## src/rtl/pipe_ctrl.sv

```systemverilog
`default_nettype none
// ============================================================================
//  Module   : pipe_ctrl
//  Purpose  : Sequencing controller for the 3-stage IF/ID -> ID/EX -> EX/WB
//             pipeline. Mealy FSM: write-enables and synchronous clears are
//             combinational from state and inputs; state is registered.
//             Handles memory wait, two-cycle long write-back, taken-branch
//             squash and load-use stall.
//  Options  : PIPE_CTRL_PERF_EN - builds the stall/flush performance counters;
//             when undefined both counter ports read as zero.
//  Revision : 1.0 - initial release
// ============================================================================
module pipe_ctrl #(
    parameter int unsigned MEM_TIMEOUT = 255
) (
    input  logic        clk,
    input  logic        reset,
    input  logic [4:0]  id_rs,
    input  logic [4:0]  id_rt,
    input  logic        id_uses_rs,
    input  logic        id_uses_rt,
    input  logic [4:0]  ex_rd,
    input  logic        ex_mem_reg_write,
    input  logic        ex_branch_taken,
    input  logic        wb_mem_access,
    input  logic        wb_long_write,
    input  logic        mem_ready,
    output logic        pc_we,
    output logic        if_id_we,
    output logic        id_ex_we,
    output logic        ex_wb_we,
    output logic        if_id_reset,
    output logic        id_ex_reset,
    output logic        ex_wb_reset,
    output logic [1:0]  state,
    output logic        mem_timeout,
    output logic [31:0] stall_cycles,
    output logic [31:0] flush_count
);

    localparam logic [1:0]  c_ST_RUN      = 2'd0;
    localparam logic [1:0]  c_ST_MEM_WAIT = 2'd1;
    localparam logic [1:0]  c_ST_LONG     = 2'd2;
    localparam logic [15:0] c_TIMEOUT     = 16'(MEM_TIMEOUT);

    logic [1:0]  r_state;
    logic [15:0] r_wait_cnt;
    logic        r_mem_timeout;

    logic [1:0]  w_next_state;
    logic        w_pc_we;
    logic        w_if_id_we;
    logic        w_id_ex_we;
    logic        w_ex_wb_we;
    logic        w_if_id_reset;
    logic        w_id_ex_reset;
    logic        w_ex_wb_reset;
    logic        w_flush;
    logic        w_load_use;

    // A load in EX whose destination is read by the instruction in ID; r0 never stalls
    assign w_load_use = ex_mem_reg_write && (ex_rd != 5'd0) &&
                        ((id_uses_rs && (id_rs == ex_rd)) ||
                         (id_uses_rt && (id_rt == ex_rd)));

    // Priority-ordered output and next-state decode; the mem condition is only
    // live in RUN, the long condition in RUN and on the MEM_WAIT release cycle
    always_comb begin
        w_pc_we       = 1'b1;
        w_if_id_we    = 1'b1;
        w_id_ex_we    = 1'b1;
        w_ex_wb_we    = 1'b1;
        w_if_id_reset = 1'b0;
        w_id_ex_reset = 1'b0;
        w_ex_wb_reset = 1'b0;
        w_flush       = 1'b0;
        w_next_state  = c_ST_RUN;

        if (reset) begin
            w_pc_we       = 1'b0;
            w_if_id_we    = 1'b0;
            w_id_ex_we    = 1'b0;
            w_ex_wb_we    = 1'b0;
            w_if_id_reset = 1'b1;
            w_id_ex_reset = 1'b1;
            w_ex_wb_reset = 1'b1;
        end else if ((r_state == c_ST_MEM_WAIT) && !mem_ready) begin
            w_pc_we      = 1'b0;
            w_if_id_we   = 1'b0;
            w_id_ex_we   = 1'b0;
            w_ex_wb_we   = 1'b0;
            w_next_state = c_ST_MEM_WAIT;
        end else if ((r_state == c_ST_RUN) && wb_mem_access && !mem_ready) begin
            w_pc_we      = 1'b0;
            w_if_id_we   = 1'b0;
            w_id_ex_we   = 1'b0;
            w_ex_wb_we   = 1'b0;
            w_next_state = c_ST_MEM_WAIT;
        end else if ((r_state != c_ST_LONG) && wb_long_write) begin
            w_pc_we      = 1'b0;
            w_if_id_we   = 1'b0;
            w_id_ex_we   = 1'b0;
            w_ex_wb_we   = 1'b0;
            w_next_state = c_ST_LONG;
        end else if (ex_branch_taken) begin
            // Squash the two younger instructions; the branch itself retires
            w_if_id_reset = 1'b1;
            w_id_ex_reset = 1'b1;
            w_flush       = 1'b1;
        end else if (w_load_use) begin
            // Hold PC and IF/ID, bubble into ID/EX, let the load advance
            w_pc_we       = 1'b0;
            w_if_id_we    = 1'b0;
            w_id_ex_reset = 1'b1;
        end
    end

    // State, memory-wait counter and sticky timeout flag
    always_ff @(posedge clk) begin
        if (reset) begin
            r_state       <= c_ST_RUN;
            r_wait_cnt    <= 16'd0;
            r_mem_timeout <= 1'b0;
        end else begin
            r_state <= w_next_state;
            if ((r_state != c_ST_MEM_WAIT) && (w_next_state == c_ST_MEM_WAIT)) begin
                r_wait_cnt <= 16'd0;
            end else if ((r_state == c_ST_MEM_WAIT) && !mem_ready) begin
                r_wait_cnt <= r_wait_cnt + 16'd1;
                if ((r_wait_cnt + 16'd1) == c_TIMEOUT) begin
                    r_mem_timeout <= 1'b1;
                end
            end
        end
    end

`ifdef PIPE_CTRL_PERF_EN
    logic [31:0] r_stall_cycles;
    logic [31:0] r_flush_count;

    // Wrap-around performance counters for PC-hold cycles and branch squashes
    always_ff @(posedge clk) begin
        if (reset) begin
            r_stall_cycles <= 32'd0;
            r_flush_count  <= 32'd0;
        end else begin
            if (!w_pc_we) begin
                r_stall_cycles <= r_stall_cycles + 32'd1;
            end
            if (w_flush) begin
                r_flush_count <= r_flush_count + 32'd1;
            end
        end
    end

    assign stall_cycles = r_stall_cycles;
    assign flush_count  = r_flush_count;
`else
    assign stall_cycles = 32'd0;
    assign flush_count  = 32'd0;
`endif

    assign pc_we       = w_pc_we;
    assign if_id_we    = w_if_id_we;
    assign id_ex_we    = w_id_ex_we;
    assign ex_wb_we    = w_ex_wb_we;
    assign if_id_reset = w_if_id_reset;
    assign id_ex_reset = w_id_ex_reset;
    assign ex_wb_reset = w_ex_wb_reset;
    assign state       = r_state;
    assign mem_timeout = r_mem_timeout;

endmodule
`default_nettype wire

```

## config.mk

```make
export PLATFORM = sky130hd
export DESIGN_NAME = pipe_ctrl
export DESIGN_NICKNAME = d
export VERILOG_FILES = /design/src/rtl/pipe_ctrl.sv
export SDC_FILE = /design/constraint.sdc
export NUM_CORES = 1
export LEC_CHECK = 0
export BUFFER_PORTS_ARGS = -buffer_cell sky130_fd_sc_hd__buf_4
export CAP_MARGIN = 20
export CELL_PAD_IN_SITES_DETAIL_PLACEMENT = 2
export CELL_PAD_IN_SITES_GLOBAL_PLACEMENT = 2
export CORE_MARGIN = 10
export CORE_UTILIZATION = 25
export DETAILED_ROUTE_END_ITERATION = 16
export GPL_TIMING_DRIVEN = 0
export PLACE_DENSITY = 0.87
export SYNTH_ARGS = -nofsm -noshare
export SYNTH_HDL_FRONTEND = slang
export SYNTH_SLANG_ARGS = --single-unit
```

## constraint.sdc

```tcl
create_clock -name clk -period 4.32 [get_ports clk]
set_input_delay 0.648 -clock clk [delete_from_list [all_inputs] [get_ports clk]]
set_output_delay 0.648 -clock clk [all_outputs]
set_load 0.01 [all_outputs]
```

; ---- Word level (Yosys, flattened, before mapping)
; Index checks and enable logic that the tools add are counted.
[totals]
word_cells = 53
output_inout_bits = 74
reg_bits = 19
[op_classes]
reduce_logical = 15
eq_ne = 7
mux = 26
add_sub_neg = 1
bitwise = 1
[ops]
columns = op, count
row1 = $mux W1, 22
row2 = $add A16 B1 Y16 const B, 1
row3 = $eq A16 B8 Y1 const B, 1
row4 = $eq A5 B5 Y1, 2
row5 = $logic_and A1 B1 Y1, 9
row6 = $mux W2, 4
row7 = $reduce_bool A5 Y1, 1
row8 = $eq A2 B1 Y1 const B, 2
row9 = $reduce_and A3 Y1, 1
row10 = $logic_not A2 Y1, 1
row11 = $ne A2 B1 Y1 const B, 1
row12 = $ne A2 B2 Y1 const B, 1
row13 = $reduce_or A2 Y1, 1
row14 = $logic_not A1 Y1, 1
row15 = $logic_or A1 B1 Y1, 1
row16 = $not A1 Y1, 1

; ---- Depth between registers and ports, before layout
[depth]
ltp_word = 10
ltp_mapped = 6

; ---- Worst setup path after synthesis
; Ideal clock, no wire load.
[synth_timing]
path_kind = in2out
from = input ex_rd[1]
to = output pc_we
arrival_ps = 1696
setup_slack_ps = 1976
n_path_buf = 1
path_stages = 4
required_ps = 3672
path_cell_list = or4_1 > o221ai_1 > o21a_1 > buf_4
[synth_between]
elab_chain_len = 10
[synth_rtl]
columns = element, line_no
row1 = from (decl), 22  ; input logic [4:0] ex_rd,
row2 = $eq A5 B5 Y1 (on tied branches), "63, 64"
row3 = $logic_and A1 B1 Y1 (on tied branches), "63, 64"
row4 = $logic_or A1 B1 Y1, 63  ; ((id_uses_rs && (id_rs == ex_rd)) ||
row5 = $logic_and A1 B1 Y1 (*), 62  ; assign w_load_use = ex_mem_reg_write && (ex_rd != 5'd0) &&
row6 = $mux W1 (*) (6 in series), --
row7 = to (decl), 28  ; output logic pc_we,
; Every way passes the cells marked *; elsewhere a longest branch is shown, timed or not.

; ---- Worst setup path after layout
[layout_timing]
from = input ex_rd[1]
to = output pc_we
[layout_between]
elab_chain_len = 10
[layout_rtl]
columns = element, line_no
row1 = $eq A5 B5 Y1 (on tied branches), "63, 64"
row2 = $logic_and A1 B1 Y1 (on tied branches), "63, 64"
row3 = $logic_or A1 B1 Y1, 63
row4 = $logic_and A1 B1 Y1 (*), 62
row5 = $mux W1 (*), 110  ; end else if (w_load_use) begin
row6 = $mux W1 (*), 105  ; end else if (ex_branch_taken) begin
row7 = $mux W1 (*), 99  ; end else if ((r_state != c_ST_LONG) && wb_long_write) begin
row8 = $mux W1 (*), 93  ; end else if ((r_state == c_ST_RUN) && wb_mem_access && !mem_ready) begin
row9 = $mux W1 (*), 87  ; end else if ((r_state == c_ST_MEM_WAIT) && !mem_ready) begin
row10 = $mux W1 (*), 79  ; if (reset) begin
; Marked as above.

==> results.py <==
metrics = {
    "run_status": {
        "outcome": "completed",
    },
    "final_layout": {
        "post_route_cells_drive_above_1_share": 0.3506,
        "ff_latch_area_um2": 380.4,
        "multi_input_comb_area_um2": 1089,
        "antenna_diode_count": 0,
        "fin_cells": 424,
        "design.final.nets": 355,
        "final.fill_count": 856,
        "area_delta_synth_final_pct": 35.99,
    },
    "cts": {
        "cts_num_sinks": 19,
        "clkTransAtPathRegs_ns": 0.07,
        "clock-root-buffer": "sky130_fd_sc_hd__clkbuf_8",
        "postCtsResizedCells": 0,
        "cts_tree": "built",
        "h-tree-depth": 1,
        "clkLatencyLatePin_ns": 0.26,
        "post-cts-setup-buffer-count": 0,
        "clockBufferDepth": 2,
        "tritoncts.num_buffers": 3,
        "postCtsHoldBufs": 0,
    },
    "die": {
        "die_w_um": 105.0,
        "start_util": 0.2612,
        "rows": 30,
        "die_area_um2": 11010,
        "ios": 98,
        "die_y_um": 105.0,
        "core_um2": 6907,
    },
    "drt": {
        "route.antenna.remaining_nets": 0,
        "highest-signal-layer": "met4",
        "postRouteWirelength_um": 5738,
        "drc": 0,
        "initialDrtViolationCount": 45,
        "route.detailed.vias_per_inst": 4.054,
        "detailroute.wirelength.met2_um": 2813,
        "drt_first_pass_iters": 4,
        "detail_route.wirelength.met1_um": 2127,
        "num_vias": 1719,
        "wire_per_inst_um": 13.53,
        "met3WireLength_um": 724,
    },
    "logic_synthesis": {
        "synth_edf_count": 0,
        "synth_cell_types": 44,
        "list_of_most_frequent_post_synthesis_cells": "sky130_fd_sc_hd__buf_4 (69), sky130_fd_sc_hd__nor2_1 (23), sky130_fd_sc_hd__dfxtp_1 (19)",
        "synth_flop_cell": "sky130_fd_sc_hd__dfxtp_1",
        "synth.yosys.warnings": 0,
        "synth_sequential_area_ratio": 0.2108,
        "synth_top_area_frac": 0.2871,
        "netlist_instances": 228,
        "yosysTopAreaCell": "sky130_fd_sc_hd__buf_4",
        "async_flop_share": 0,
        "number_of_flip_flops_and_latches_in_the_synthesized_netlist": 19,
        "yosys-top-cells-area": "sky130_fd_sc_hd__buf_4 (29%), sky130_fd_sc_hd__dfxtp_1 (21%), sky130_fd_sc_hd__xor2_1 (8.7%)",
        "syn_avg_cell_area_um2": 7.913,
        "post_synthesis_instance_area_um2": 1804,
        "synth.most_common_cell": "sky130_fd_sc_hd__buf_4",
    },
    "critical_path": {
        "buffers_inverters_on_critical_path": 3,
        "startpoint_type": "primary input",
        "timing.critical_path.mode_cell": "sky130_fd_sc_hd__buf_4",
        "critical_path_arrival_ns": 2.06,
        "crit_path_end_kind": "output port",
        "slowest_delay_ns": 0.29,
        "slowest_stage": "sky130_fd_sc_hd__nor4_1",
        "ordered_cell_list_for_the_critical_path": "buf_4 -> xor2_1 -> nor4_1 -> and3_1 -> o221ai_1 -> o21a_1 -> buf_4 -> buf_4",
        "category_of_the_critical_setup_timing_path": "primary input to output port",
        "critical_path_required_ns": 3.67,
        "critPathMaxFanout": 3,
        "critPathTopFamily": "simple AND/OR/NAND/NOR gates",
    },
    "sta": {
        "unrepaired_setup_endpoints_after_global_routing": "false",
        "maxClockFrequency_mhz": 369.2,
        "final-hold-violation-count": 0,
        "period_minus_slack_ns": 2.709,
        "finalClockSkew_ns": 0.004333,
        "finalSetupViolations": 0,
        "setup-tns-final_ns": 0,
        "final-max-slew-violation-count": 0,
        "final_min_period_over_clock_period": 0.6270,
    },
    "grt": {
        "pin_count_of_the_biggest_net_entering_global_routing": 11,
        "grt-ovfl-total": 0,
        "grt_antenna_before_repair": 0,
        "first_global_vias": 1930,
        "gr-usage-all-layers": 0.1014,
        "grt_first_pass_wirelength_um": 9425,
    },
    "power": {
        "power.combinational.fraction": 0.303,
        "power.sequential.fraction": 0.407,
        "intPower_mw": 0.3126,
        "power.share.switching": 0.2900,
        "static-leakage-power_nw": 1.202,
        "netSwitchingPower_mw": 0.1277,
        "power_density_nw_per_um2": 179.5,
        "ir_worst_vdd_mv": 0.1103,
        "clkPwrFrac": 0.289,
    },
    "place": {
        "routabilityCongestion": 0.7777,
        "placedCellCount": 420,
        "port_buffers": 33,
        "hpwl_um": 4927,
    },
    "flow_run": {
        "timing.max_cap.violations": 0,
    },
    "worst_hold_path": {
        "hold_path.class": "flip-flop to flip-flop",
    },
}
==> state kept, by name (all words and copies together), names as in the netlist <==
name,flops
mem_timeout,1
state,2
r_wait_cnt,16
==> cell usage in the layout (no fill, tap or decap), drive strengths merged, types with 6 or more instances in the layout <==
cell type,netlist,layout
buf,71,104
dfxtp,19,19
xnor2,10,10
nand4,10,10
nand2,6,6
conb,1,64
xor2,18,18
nand3,6,6
clkbuf,6,10
nor2,23,23
==> power groups by stage <==
stage / Combinational, mW / Sequential (mW) / Clock (mW)
global placement: 0.126 / 0.183 / 0
detailed placement: 0.129 / 0.184 / 0
finish: 0.133 / 0.179 / 0.127
floorplan: 0.0917 / 0.183 / 0
CTS: 0.129 / 0.179 / 0.132
global route: 0.149 / 0.180 / 0.141
==> final timing paths <==
check                             start                          end  slack (ns)  depth (start not counted)
min            mem_timeout$_SDFFE_PP0P_     mem_timeout$_SDFFE_PP0P_        0.46                          2
max reg2reg  r_wait_cnt[0]$_SDFFE_PP0P_  r_wait_cnt[14]$_SDFFE_PP0P_        2.28                          5
max                            ex_rd[1]                        pc_we        1.61                          8
min reg2reg    mem_timeout$_SDFFE_PP0P_     mem_timeout$_SDFFE_PP0P_        0.46                          2
==> metrics by stage <==
| stage | hold slack [ns] | utilization | worst slack [ns] | power, mW | area, µm² |
|---|---|---|---|---|---|
| 3_3_place_gp | 0.4559 | 0.3487 | 1.609 | 0.3093 | 2409 |
| 4_1_cts | 0.4700 | 0.3553 | 1.569 | 0.4406 | 2454 |
| 2_1_floorplan | 0.4759 | - | 1.976 | 0.2751 | 2041 |
| 3_5_place_dp | 0.4580 | 0.3487 | 1.575 | 0.3122 | 2409 |
| 5_1_grt | 0.5096 | 0.3553 | 1.493 | 0.4695 | 2454 |
| 6_report | 0.4638 | 0.3553 | 1.611 | 0.4404 | 2454 |
==> worst min-delay path: cells and delay by family, from the launching register on <==
family | cells | cell delay, ns
flip-flops | 1 | 0.32
buffers and inverters | 1 | 0.05
AO/OA/AOI/OAI | 1 | 0.05
==> layer usage <==
layer	GRT usage	vias to the layer above
met5	0	-
met4	0.02941	0
met3	0.05651	5
met2	0.1784	73
met1	0.1000	803
li1	-	838
==> cells by family after synthesis <==
| family | synth area share |
|---|---|
| adder cells (fa/ha/maj) | 0.01387 |
| buffers and inverters | 0.3169 |
| other | 0.002078 |
| flip-flops | 0.2108 |
| AND/OR/NAND/NOR | 0.2330 |
| XOR/XNOR | 0.1359 |
| AO/OA/AOI/OAI | 0.08738 |
==> layout make-up <==
type	instances	area share
plain buffers	77	0.2254
clock buffers	4	0.01836
inverters	5	0.007649
multi-input cells	190	0.4437
flip-flops and latches	19	0.1550
well taps	96	0.04895
repair buffers	33	0.1010
Power figures use the tool's default switching activity.
